[config.mk]
export PLATFORM = sky130hd
export DESIGN_NAME = level_sequencer
export DESIGN_NICKNAME = d
export VERILOG_FILES = /design/src/rtl/level_sequencer.sv
export SDC_FILE = /design/constraint.sdc
export NUM_CORES = 1
export LEC_CHECK = 0
export CORE_AREA = 3 3 40 42
export DETAILED_ROUTE_END_ITERATION = 7
export DIE_AREA = 0 0 43 45
export PLACE_DENSITY_LB_ADDON = 0.08
export SYNTH_ARGS = -nofsm -noshare
export SYNTH_HDL_FRONTEND = slang
export SYNTH_SLANG_ARGS = --single-unit
[constraint.sdc]
create_clock -name clk -period 1.8 [get_ports clk]
set_input_delay 0.36 -clock clk [delete_from_list [all_inputs] [get_ports clk]]
set_output_delay 0.36 -clock clk [all_outputs]
set_load 0.005 [all_outputs]
[src/rtl/level_sequencer.sv]
// Level sequencer for the memory game. It steps through the levels, requests one
// pattern display per attempt, owns the life counter and flags win or game-over.
module level_sequencer #(
  parameter int NUM_LEVELS = 3,
  parameter int MAX_LIFE   = 3,
  parameter bit WRAP_MODE  = 1'b0,
  localparam int LVL_W     = $clog2(NUM_LEVELS),
  localparam int LIFE_W    = $clog2(MAX_LIFE + 1)
) (
  input  logic              clk,
  input  logic              reset,
  input  logic              en,
  input  logic              start,
  input  logic              ans_valid,
  input  logic              ans_correct,
  output logic              disp,
  output logic [LVL_W-1:0]  level,
  output logic [LIFE_W-1:0] lives,
  output logic              busy,
  output logic              game_won,
  output logic              game_over
);

  typedef enum logic [2:0] {
    S_IDLE = 3'd0,
    S_SHOW = 3'd1,
    S_WAIT = 3'd2,
    S_WIN  = 3'd3,
    S_LOSE = 3'd4
  } state_t;

  localparam logic [LVL_W-1:0]  LAST_LVL  = LVL_W'(NUM_LEVELS - 1);
  localparam logic [LIFE_W-1:0] FULL_LIFE = LIFE_W'(MAX_LIFE);
  localparam logic [LIFE_W-1:0] ONE_LIFE  = LIFE_W'(1);

  state_t             state, state_n;
  logic [LVL_W-1:0]   level_n;
  logic [LIFE_W-1:0]  lives_n;

  always_ff @(posedge clk or negedge reset) begin
    if (!reset) begin
      state <= S_IDLE;
      level <= '0;
      lives <= FULL_LIFE;
    end else if (en) begin
      state <= state_n;
      level <= level_n;
      lives <= lives_n;
    end
  end

  always_comb begin
    state_n = state;
    level_n = level;
    lives_n = lives;
    case (state)
      S_IDLE, S_WIN, S_LOSE: begin
        if (start) begin
          state_n = S_SHOW;
          level_n = '0;
          lives_n = FULL_LIFE;
        end
      end
      S_SHOW: state_n = S_WAIT;
      S_WAIT: begin
        if (ans_valid) begin
          if (ans_correct) begin
            if (level != LAST_LVL) begin
              level_n = level + LVL_W'(1);
              state_n = S_SHOW;
            end else if (WRAP_MODE) begin
              level_n = '0;
              state_n = S_SHOW;
            end else begin
              state_n = S_WIN;
            end
          end else if (lives > ONE_LIFE) begin
            // wrong answer with lives to spare: replay the same level
            lives_n = lives - ONE_LIFE;
            state_n = S_SHOW;
          end else begin
            lives_n = '0;
            state_n = S_LOSE;
          end
        end
      end
      default: begin
        state_n = S_IDLE;
        level_n = '0;
        lives_n = FULL_LIFE;
      end
    endcase
  end

  // all flags come straight from the state register, no input reaches an output
  assign disp      = (state == S_SHOW);
  assign busy      = (state == S_SHOW) || (state == S_WAIT);
  assign game_won  = (state == S_WIN);
  assign game_over = (state == S_LOSE);

endmodule

==> implementation parameters <==
Parameter                              Value

Status
  Run status ... finished clean

Clocking
  Clock input transition at the sequential cells of the worst setup and hold paths ... 0.06 ns
  Number of hold-repair buffers added at the cts stage ... 0
  Clock Sinks ... 7
  CTS root buffer ... clkbuf_4
  Total CTS buffers ... 3
  Max Root-Sink Buffers ... 2
  Source-to-sink clock delay at the later pin of the worst-skew pair ... 0.26 ns
  TritonCTS clock tree ... built
  Number of levels the H-tree was split into ... 1

Worst setup path
  Class of the most critical setup path ... flip-flop to output port
  Cell-by-cell listing of the critical path ... clkdlybuf4s50_1
  Data arrival time of the critical path ... between 1 and 1.5 ns
  Number of buffers and inverters on the critical path ... 1
  Largest stage delay on the critical path ... between 0.5 and 0.6 ns
  Top Family by Delay on Critical Path ... flip-flops
  Slowest stage cell, crit path ... dfstp_2
  Critical Path End Type ... output port
  Data required, critical path ... 1.44 ns
  Highest fanout seen on the critical path ... 5
  Worst Reg-to-Reg Cells ... 6
  Levels on crit path ... 1
  Startpoint type of the worst setup path ... flip-flop

STA
  Final-report hold violation count ... 0
  Setup Viol. Count Final ... 0
  RSZ-0062 raised after global routing ... false
  Final cycle utilization of the critical path ... 92.90%
  Accumulated negative setup slack ... 0 ns
  Rel. slew slack ... 75.90%
  Post-Route Hold Slack ... 0.3555 ns
  Maximum clock skew at final layout ... 0.009322 ns
  Number of pins exceeding their max-slew limit in the final report ... 0
  Min Clock Period, post-route ... 1.672 ns
  F_max ... between 500 and 600 MHz
  Slew of the pin with the lowest slew margin ... about 0.36 ns

Logic synthesis
  EDFF count, synth ... 0
  Post-synthesis sequential element count ... 7
  Share of synthesized area occupied by flip-flops and latches ... 34.72%
  Synth Flop Type ... dfrtp_1
  Async SR Flop Fraction ... 100.0%
  Area of the mapped netlist ... just over 500 sq um
  Synth Area per Inst ... 9.477 sq um
  Post-synthesis instance total ... 54
  Syn_nets ... 61
  Count of distinct cell types in the synthesized netlist ... 32
  Count of yosys warnings during synthesis ... 0

Power and ir drop
  Leakage power figure ... 0.3691 nW
  Combinational share of power ... 62.4%
  Total power ... 1.123 mW
  P_sw ... 0.4001 mW
  Switching fraction of total power ... 35.63%
  Cell internal pwr ... 0.7227 mW
  Portion of total power attributed to sequential cells ... 24.6%
  PwrDens ... 1445 mW/mm^2
  Clock power share ... 13.1%
  Worst-case vdd ir drop ... between 0.5 and 0.6 mV

Place
  Placed instance count ... 88
  RePlAce Congestion ... 0.6685
  Port Buffers ... 13
  Half-perimeter wire length after placement ... 858.4 um

Cells and area
  Non-filler cells, final ... 96
  Top library cells by usage in the layout, fill and taps aside ... 11 x buf_4, 9 x clkdlybuf4s50_1, 5 x dfrtp_1
  Area taken by multi-input logic gates ... 327.8 sq um
  Area Overhead vs Synth ... 51.83%
  Fin util ... 60.47%
  Seq. cell area ... 177.7 sq um
  # diodes ... 0
  Share of cells above drive strength 1 ... 30.86%
  Most common cell after layout, fill and taps aside ... buf_4
  Number of nets at the end of the flow ... a little under 90
  Fill cells ... about 130

Floorplanning
  Area of the placeable core ... 0.001285 sq mm
  I/O pin total ... 14
  Initial core utilization ... 39.82%
  Vert. Die Dim ... 45 um
  Overall die width ... around 43 um
  Placement row count ... 13
  Die area ... ~0.0019 sq mm

Drt
  Number of nets with antenna violations after routing ... 0
  Total via count in the routed design ... 477
  Number of iterations in the first detailed-routing pass ... 4
  Avg Vias per Cell ... 4.969
  Drt initial violations ... 1
  Total wirelength of the detailed-routed design ... between 1 and 1.5 mm
  Count of unresolved DRC violations after routing ... 0
  Final routed wire length divided by cell count ... about 13 um

Flow run
  Maximum capacitance violations ... 0

Min path
  Hold WC Path Type ... primary input to async pin

Global route
  Global-route met2 utilization ... 23.05%
  Maximum number of pins on one net before global-route repair ... 15
  Initial antenna violation count ... 0
  Global Route met3 Usage ... 5.976%
  Total global routing overflow ... 0
  Gr busiest metal ... met2
  Total global routing track utilization ... 14.86%
  First-pass GRT wire length ... 2.111 mm
  M1 GR Usage ... 18.77%
  Number of global-route vias before repair ... approximately 470
## flip-flops by register name, indices dropped and copies added (netlist names)
register	flops
level	2
lives	2
state	3
## per-layer routing
layer  vias to the layer above  wire, um
met5                         -         0
met4                         0         8
met3                         2        59
met2                        11       576
met1                       216       559
li1                        248         -
## power groups by stage
stage | logic [mW] | registers (mW) | clock network, mW
5_1_grt | 0.774 | 0.286 | 0.165
2_1_floorplan | 0.347 | 0.277 | 0
3_5_place_dp | 0.632 | 0.275 | 0
3_3_place_gp | 0.632 | 0.274 | 0
6_report | 0.700 | 0.276 | 0.147
4_1_cts | 0.699 | 0.275 | 0.151
## path summary, 6_finish.rpt
kind / slack, ns / start / end
setup reg to reg: 0.18 / state[1] / level[1]
max in group asynchronous: 1.15 / reset / lives[0]
hold / removal: 0.36 / reset / level[1]
min in group clk: 0.48 / lives[0] / lives[0]
setup / recovery: 0.13 / lives[1] / lives[1]
hold reg to reg: 0.48 / lives[0] / lives[0]
## kinds of logic (layout without fill, tap and decap cells)
group	count (synthesis)	count (layout)	synth area share [%]
AND/OR/NAND/NOR	22	22	26.41
AO/OA/AOI/OAI	14	14	20.78
multiplexers	5	5	10.51
adder cells (fa/ha/maj)	1	1	2.445
flip-flops	7	7	34.72
buffers and inverters	5	32	5.133
## synth_stat cells, drive strengths merged (2+ instances only)
cell    count  area, sq um
dfrtp       5        125.1
a21oi       4        31.28
nand2b      4        25.02
o21ai       4        23.77
inv         3        11.26
mux2        3        33.78
nor2        3        11.26
nor2b       3        21.27
and2b       2        15.01
buf         2        15.01
dfstp       2        52.55
mux2i       2        20.02
nand2       2        7.510
nor3        2        10.01
o31ai       2        20.02
## stage by stage
| stage | cell area [sq um] | setup slack (ns) |
|---|---|---|
| finish | 777.0 | 0.1278 |
| global route | 777.0 | 0.06808 |
| CTS | 775.7 | 0.03544 |
| detailed placement | 705.7 | -0.03003 |
| global placement | 705.7 | 0.006152 |
| floorplan | 511.7 | 0.3616 |
## repair_timing
| action | 4_1_cts | 5_1_grt |
|---|---|---|
| gates cloned | 0 | 0 |
| resized for setup | 9 | 3 |
| buffers inserted | 4 | 0 |
| setup endpoints to repair | 4 | 1 |
## final cells by class
type / instances / share of cell area [%]
tap: 15 / 2.415
timing repair buffer: 25 / 27.70
inverter: 3 / 1.449
clock buffer: 4 / 3.382
multi-input combinational: 42 / 42.19
sequential: 7 / 22.87
No activity file was read; power rests on OpenSTA's default activity.
